File: config.mk
export PLATFORM = sky130hd
export DESIGN_NAME = adma2_engine_flat
export DESIGN_NICKNAME = d
export VERILOG_FILES = /design/src/rtl/adma_pkg.sv /design/src/rtl/adma2_engine_if.sv /design/src/rtl/adma_desc_decode.sv /design/src/rtl/adma2_engine.sv /design/src/flat_wrapper.sv
export SDC_FILE = /design/constraint.sdc
export NUM_CORES = 1
export LEC_CHECK = 0
export ABC_AREA = 1
export CAP_MARGIN = 20
export CORE_MARGIN = 10
export CORE_UTILIZATION = 30
export DETAILED_ROUTE_END_ITERATION = 10
export GPL_TIMING_DRIVEN = 0
export SETUP_SLACK_MARGIN = 0.3
export SKIP_LAST_GASP = 1
export SYNTH_ARGS = -nofsm -noshare
export SYNTH_HDL_FRONTEND = slang
export SYNTH_HIERARCHICAL = 1
export SYNTH_SLANG_ARGS = --single-unit
File: constraint.sdc
create_clock -name CLK -period 3.2 [get_ports CLK]
set_clock_uncertainty 0.2 [all_clocks]
set_input_delay 0.64 -clock CLK [delete_from_list [all_inputs] [get_ports CLK]]
set_output_delay 0.64 -clock CLK [all_outputs]
set_load 0.02 [all_outputs]
File: src/rtl/adma_pkg.sv
// Shared encodings for the ADMA2 descriptor engine: FSM states, descriptor
// layout, action codes and error-state codes.
package adma_pkg;
    typedef enum logic [1:0] {
        ST_STOP = 2'd0,
        ST_FDS  = 2'd1,
        ST_CADR = 2'd2,
        ST_TFR  = 2'd3
    } adma_state_e;

    typedef enum logic [1:0] {
        ACT_NOP  = 2'b00,
        ACT_RSV  = 2'b01,
        ACT_TRAN = 2'b10,
        ACT_LINK = 2'b11
    } adma_act_e;

    localparam int D_VALID   = 0;
    localparam int D_END     = 1;
    localparam int D_INT     = 2;
    localparam int D_ACT1    = 4;
    localparam int D_ACT2    = 5;
    localparam int D_LEN_LO  = 16;
    localparam int D_LEN_HI  = 31;
    localparam int D_ADDR_LO = 32;

    localparam logic [1:0] ERR_NONE = 2'd0;
    localparam logic [1:0] ERR_FDS  = 2'd1;
    localparam logic [1:0] ERR_CADR = 2'd2;
    localparam logic [1:0] ERR_TFR  = 2'd3;

    // A zero length field means a full 64 KiB transfer.
    function automatic logic [16:0] len_enc(input logic [15:0] len);
        return (len == 16'd0) ? 17'h10000 : {1'b0, len};
    endfunction
endpackage

File: src/rtl/adma2_engine_if.sv
// Descriptor-fetch and data-transfer handshake bundle between the ADMA2
// engine (master) and the system bus / data path (slave).
interface adma2_engine_if #(
    parameter int ADDR_W = 32,
    parameter int DESC_W = ADDR_W + 32
);
    logic              desc_rd_req;
    logic [ADDR_W-1:0] desc_rd_addr;
    logic              desc_rd_ack;
    logic              desc_rd_err;
    logic [DESC_W-1:0] desc_rd_data;
    logic              xfer_start;
    logic [ADDR_W-1:0] xfer_addr;
    logic [16:0]       xfer_len;
    logic              xfer_done;

    modport master (
        output desc_rd_req, desc_rd_addr, xfer_start, xfer_addr, xfer_len,
        input  desc_rd_ack, desc_rd_err, desc_rd_data, xfer_done
    );
    modport slave (
        input  desc_rd_req, desc_rd_addr, xfer_start, xfer_addr, xfer_len,
        output desc_rd_ack, desc_rd_err, desc_rd_data, xfer_done
    );
endinterface

File: src/rtl/adma_desc_decode.sv
// Combinational split of a raw ADMA2 descriptor into fields and action flags.
module adma_desc_decode
    import adma_pkg::*;
#(
    parameter int DESC_W = 64
) (
    input  logic [DESC_W-1:0]  desc,
    output logic [DESC_W-33:0] addr,
    output logic [15:0]        len,
    output logic               valid,
    output logic               end_f,
    output logic               int_f,
    output logic               is_nop,
    output logic               is_rsv,
    output logic               is_tran,
    output logic               is_link
);
    adma_act_e act;
    logic      unused;

    assign act     = adma_act_e'({desc[D_ACT2], desc[D_ACT1]});
    assign addr    = desc[DESC_W-1:D_ADDR_LO];
    assign len     = desc[D_LEN_HI:D_LEN_LO];
    assign valid   = desc[D_VALID];
    assign end_f   = desc[D_END];
    assign int_f   = desc[D_INT];
    assign is_nop  = (act == ACT_NOP);
    assign is_rsv  = (act == ACT_RSV);
    assign is_tran = (act == ACT_TRAN);
    assign is_link = (act == ACT_LINK);
    assign unused  = ^{desc[D_LEN_LO-1:D_ACT2+1], desc[D_INT+1]};
endmodule

File: src/rtl/adma2_engine.sv
// ADMA2 descriptor engine: fetches descriptors, follows LINKs, launches TRAN
// transfers and reports completion interrupts and fetch errors.
module adma2_engine
    import adma_pkg::*;
#(
    parameter int ADDR_W     = 32,
    parameter int DESC_W     = ADDR_W + 32,
    parameter int DESC_BYTES = DESC_W / 8
) (
    input  logic              CLK,
    input  logic              RESET,
    input  logic              start,
    input  logic              resume,
    input  logic              stop_req,
    input  logic [ADDR_W-1:0] desc_base,
    adma2_engine_if.master    bus,
    output logic              int_pulse,
    output logic              adma_err,
    output logic [1:0]        err_state,
    output logic              busy,
    output logic [1:0]        state
);
    adma_state_e       cur, nxt;
    logic [ADDR_W-1:0] desc_ptr;
    logic [DESC_W-1:0] desc_q;
    logic              stop_pend;
    logic              fetch_bad, cpl, xfer_act, unused;

    logic [DESC_W-33:0] d_addr;
    logic [15:0]        d_len;
    logic d_valid, d_end, d_int, d_nop, d_rsv, d_tran, d_link;

    adma_desc_decode #(.DESC_W(DESC_W)) u_dec (
        .desc(desc_q), .addr(d_addr), .len(d_len), .valid(d_valid),
        .end_f(d_end), .int_f(d_int), .is_nop(d_nop), .is_rsv(d_rsv),
        .is_tran(d_tran), .is_link(d_link)
    );

    // desc_q only ever holds fetched-valid descriptors, so these are redundant here.
    assign unused    = ^{d_valid, d_nop, d_rsv};
    assign fetch_bad = bus.desc_rd_err | ~bus.desc_rd_data[D_VALID];

    always_comb begin
        nxt = cur;
        cpl = 1'b0;
        case (cur)
            ST_STOP: if (start || resume) nxt = ST_FDS;
            ST_FDS:  if (bus.desc_rd_ack) nxt = fetch_bad ? ST_STOP : ST_CADR;
            ST_CADR: begin
                if (d_tran) nxt = ST_TFR;
                else begin
                    cpl = 1'b1;
                    nxt = (d_end || stop_pend) ? ST_STOP : ST_FDS;
                end
            end
            ST_TFR: if (bus.xfer_done) begin
                cpl = 1'b1;
                nxt = (d_end || stop_pend) ? ST_STOP : ST_FDS;
            end
            default: nxt = ST_STOP;
        endcase
    end

    always_ff @(posedge CLK or posedge RESET) begin
        if (RESET) begin
            cur       <= ST_STOP;
            desc_ptr  <= '0;
            desc_q    <= '0;
            stop_pend <= 1'b0;
            err_state <= ERR_NONE;
            adma_err  <= 1'b0;
            int_pulse <= 1'b0;
        end else begin
            cur       <= nxt;
            adma_err  <= 1'b0;
            int_pulse <= cpl & d_int;
            stop_pend <= (nxt == ST_STOP) ? 1'b0
                       : (stop_pend | ((cur != ST_STOP) & stop_req));
            case (cur)
                ST_STOP: if (start) begin
                    desc_ptr  <= desc_base;
                    err_state <= ERR_NONE;
                end
                ST_FDS: if (bus.desc_rd_ack) begin
                    if (fetch_bad) begin
                        adma_err  <= 1'b1;
                        err_state <= ERR_FDS;
                    end else begin
                        desc_q <= bus.desc_rd_data;
                    end
                end
                ST_CADR: desc_ptr <= d_link ? ADDR_W'(d_addr)
                                            : desc_ptr + ADDR_W'(DESC_BYTES);
                default: ;
            endcase
        end
    end

    // Transfer address/length are presented for the whole TRAN and zero otherwise.
    assign xfer_act         = d_tran & ((cur == ST_CADR) | (cur == ST_TFR));
    assign bus.desc_rd_req  = (cur == ST_FDS);
    assign bus.desc_rd_addr = (cur == ST_FDS) ? desc_ptr : '0;
    assign bus.xfer_start   = (cur == ST_CADR) & d_tran;
    assign bus.xfer_addr    = xfer_act ? ADDR_W'(d_addr) : '0;
    assign bus.xfer_len     = xfer_act ? len_enc(d_len) : 17'd0;
    assign busy             = (cur != ST_STOP);
    assign state            = cur;
endmodule

File: src/flat_wrapper.sv
// flat-port wrapper written by rule: the top's interface ports become plain ports
module adma2_engine_flat import adma_pkg::*;
#(
    parameter int ADDR_W     = 32,
    parameter int DESC_W     = ADDR_W + 32,
    parameter int DESC_BYTES = DESC_W / 8
)
  (CLK, RESET, start, resume, stop_req, desc_base, int_pulse, adma_err, err_state, busy, state, bus_desc_rd_req, bus_desc_rd_addr, bus_xfer_start, bus_xfer_addr, bus_xfer_len, bus_desc_rd_ack, bus_desc_rd_err, bus_desc_rd_data, bus_xfer_done);
  adma2_engine_if #(.ADDR_W(ADDR_W), .DESC_W(DESC_W)) bus_i ();
  input  logic CLK;
  input  logic RESET;
  input  logic start;
  input  logic resume;
  input  logic stop_req;
  input  logic [ADDR_W-1:0] desc_base;
  output logic int_pulse;
  output logic adma_err;
  output logic [1:0] err_state;
  output logic busy;
  output logic [1:0] state;
  output wire logic [$bits(bus_i.desc_rd_req)-1:0] bus_desc_rd_req;
  output wire logic [$bits(bus_i.desc_rd_addr)-1:0] bus_desc_rd_addr;
  output wire logic [$bits(bus_i.xfer_start)-1:0] bus_xfer_start;
  output wire logic [$bits(bus_i.xfer_addr)-1:0] bus_xfer_addr;
  output wire logic [$bits(bus_i.xfer_len)-1:0] bus_xfer_len;
  input wire logic [$bits(bus_i.desc_rd_ack)-1:0] bus_desc_rd_ack;
  input wire logic [$bits(bus_i.desc_rd_err)-1:0] bus_desc_rd_err;
  input wire logic [$bits(bus_i.desc_rd_data)-1:0] bus_desc_rd_data;
  input wire logic [$bits(bus_i.xfer_done)-1:0] bus_xfer_done;
  assign bus_desc_rd_req = bus_i.desc_rd_req;
  assign bus_desc_rd_addr = bus_i.desc_rd_addr;
  assign bus_xfer_start = bus_i.xfer_start;
  assign bus_xfer_addr = bus_i.xfer_addr;
  assign bus_xfer_len = bus_i.xfer_len;
  assign bus_i.desc_rd_ack = bus_desc_rd_ack;
  assign bus_i.desc_rd_err = bus_desc_rd_err;
  assign bus_i.desc_rd_data = bus_desc_rd_data;
  assign bus_i.xfer_done = bus_xfer_done;
  adma2_engine #(.ADDR_W(ADDR_W), .DESC_W(DESC_W), .DESC_BYTES(DESC_BYTES)) u_core (.CLK(CLK), .RESET(RESET), .start(start), .resume(resume), .stop_req(stop_req), .desc_base(desc_base), .bus(bus_i), .int_pulse(int_pulse), .adma_err(adma_err), .err_state(err_state), .busy(busy), .state(state));
endmodule
==> run metrics <==
fin worst setup slack 0.366 ns; routed vias/inst 4.43; final core occ 43.2%; FILL cells 2039; PD cells 810 nW/µm²; clock tree buffer depth 2; syn_nets 953; multi-input logic area 2550 µm²; Syn Inst Count 848; vias in the first global route 6030; area growth from synthesis to layout 40.8%; leakage 0.00437 µW; Cell Chain, Critical Path inv_1 > nor2_1 > nand2_1 > clkbuf_4 > nor4_2 > clkdlybuf4s15_1; Die Width 159 µm; antenna viol nets, final 0; # diodes 0; PnR Total Power 6620 µW; Post-layout nets 1147; crit path time final 2.83 ns; status complete, no violations; Critical Path Start Type flip-flop; Req. time, crit path 2.36 ns; max incr delay on CP 0.38 ns; worst rel slew slack 58.5%; die area 25300 µm²; slowest CP cell dfrtp_1; worst skew pair latency 0.36 ns; setup TNS 0 ns; Iter 0 DRT Violations 383; RSZ-0062 raised after global routing true; pre-CTS WS 0.133 ns; clock slew at reported path FFs 0.07 ns; total number of vias 5785; Slew Viols, Final 0; M1 WL 8890 µm; largest net degree at the start of global routing 38; endpoints failing hold 0; I/O pins 194; Critical Path End Type output pin; maximum clock rate 353 MHz; core area 18900 µm²; met2 routed WL 10300 µm; flip-flop and latch area 2250 µm²; cts bufs inserted 9; TritonCTS Sinks 90; hold crit path type reg -> reg; # hold bufs at CTS 0; DRC violations left 0; area of the mapped netlist 5800 µm²; GR Overflow Total 0; CTS H-tree depth 3; Max Cap Viol 0; Die H 159 µm; first-pass GRT wire length 33800 µm; critical path arrival 1.99 ns; router iterations before antenna repair 5; Peak VDD IR 302 µV; largest fanout on the critical path 10; CTS tree built; Tot GR Track Use 16.8%; initial antenna violation count 1; layout cell share with drive strength beyond 1 13.4%; Setup Buffers After CTS 0; Final HPWL DP 17400 µm; yosys warns 6; Row Count 50; Worst-Margin Slew 0.622 ns; Initial Util 30.7%; drt wl/cell 16.4 µm; Final period util 88.5%; final WL 21400 µm; PortBufs 181; wire length on met3 1890 µm; Setup Crit Path Kind reg -> out; final setup fails 0; Post-Syn Area per Cell 6.84 µm²; uppermost routed layer met5; global placer's final weighted congestion 0.928; Clock Root Buffer clkbuf_16
[per-layer routing]
layer / track usage, % / vias up
met4: 5.27 / 2
li1: - / 2947
met2: 28.5 / 159
met1: 19.3 / 2656
met3: 6.22 / 21
met5: 0 / -
[cell type report]
type,instances,share of cell area [%]
tap,260,3.98
clock buffer,11,2.97
inverter,112,5.19
clock inverter,5,0.490
sequential,90,27.6
buffer,86,7.34
multi-input combinational,560,31.2
timing repair buffer,183,21.3
[metrics by stage]
step	hold WS [ns]	instance area [µm²]	cells
2_1_floorplan	0.243	5800	848
6_report	0.273	8170	1307
5_1_grt	0.290	8170	1307
3_3_place_gp	0.255	7940	1289
4_1_cts	0.277	8180	1307
3_5_place_dp	0.259	7980	1291
[where the power goes]
group | total [µW] | internal [µW] | switching, µW
combinational | 3490 | 1450 | 2040
clock | 1050 | 552 | 500
sequential | 2070 | 1680 | 396
[cell usage in the layout, fill, tap and decap left out, types with 2 or more instances in the layout]
| master | count |
|---|---|
| nand2_1 | 274 |
| nor2_2 | 6 |
| clkinv_4 | 2 |
| buf_12 | 2 |
| dfrtp_1 | 90 |
| inv_2 | 8 |
| a221oi_1 | 6 |
| a21boi_0 | 2 |
| clkbuf_2 | 15 |
| dlygate4sd2_1 | 63 |
| clkinvlp_4 | 4 |
| buf_2 | 15 |
| buf_4 | 58 |
| nand2_4 | 3 |
| dlymetal6s2s_1 | 6 |
| nand2_2 | 5 |
| nand3_1 | 40 |
| nor2_4 | 5 |
| nor2_1 | 117 |
| o221ai_1 | 3 |
| buf_6 | 4 |
| o21ai_1 | 3 |
| o2111ai_1 | 3 |
| o21a_1 | 7 |
| nor4_1 | 2 |
| nand4_1 | 3 |
| a22oi_1 | 9 |
| a21oi_1 | 18 |
| clkbuf_16 | 9 |
| o21ai_0 | 31 |
| and2_1 | 2 |
| inv_1 | 103 |
| a21boi_1 | 9 |
| clkdlybuf4s50_1 | 101 |
| clkbuf_1 | 4 |
[worst max-delay path: cells and delay by family, from the launching register on]
family	cells	cell delay, ns
buffers and inverters	3	0.66
DFF	1	0.38
and+or+nand+nor	3	0.59
[path summary, 6_finish.rpt]
check	from	to	slack, ns	cells past startpoint
max	u_core/desc_q[5]$_DFFE_PP0P_	bus_xfer_len[16]	0.37	6
max reg2reg	u_core/desc_q[5]$_DFFE_PP0P_	u_core/desc_ptr[22]$_DFFE_PP0P_	1.19	8
min	u_core/desc_q[59]$_DFFE_PP0P_	u_core/desc_q[59]$_DFFE_PP0P_	0.27	2
max in group asynchronous	RESET	u_core/desc_ptr[26]$_DFFE_PP0P_	1.77	3
min in group asynchronous	RESET	u_core/desc_q[34]$_DFFE_PP0P_	0.46	2
min reg2reg	u_core/desc_q[59]$_DFFE_PP0P_	u_core/desc_q[59]$_DFFE_PP0P_	0.27	2
[flip-flops by register name, indices dropped and copies added (netlist names)]
signal            count
u_core/adma_err       1
u_core/desc_ptr      32
u_core/desc_q        52
u_core/err_state      1
u_core/int_pulse      1
u_core/state          2
u_core/stop_pend      1
[repair_timing]
| item | 4_1_cts | 5_1_grt |
|---|---|---|
| endpoints found under the setup margin | 79 | 17 |
| gates resized for setup | 83 | 28 |
| pin swaps | 0 | 0 |
Note: power is estimated with default switching activity, not from simulation.
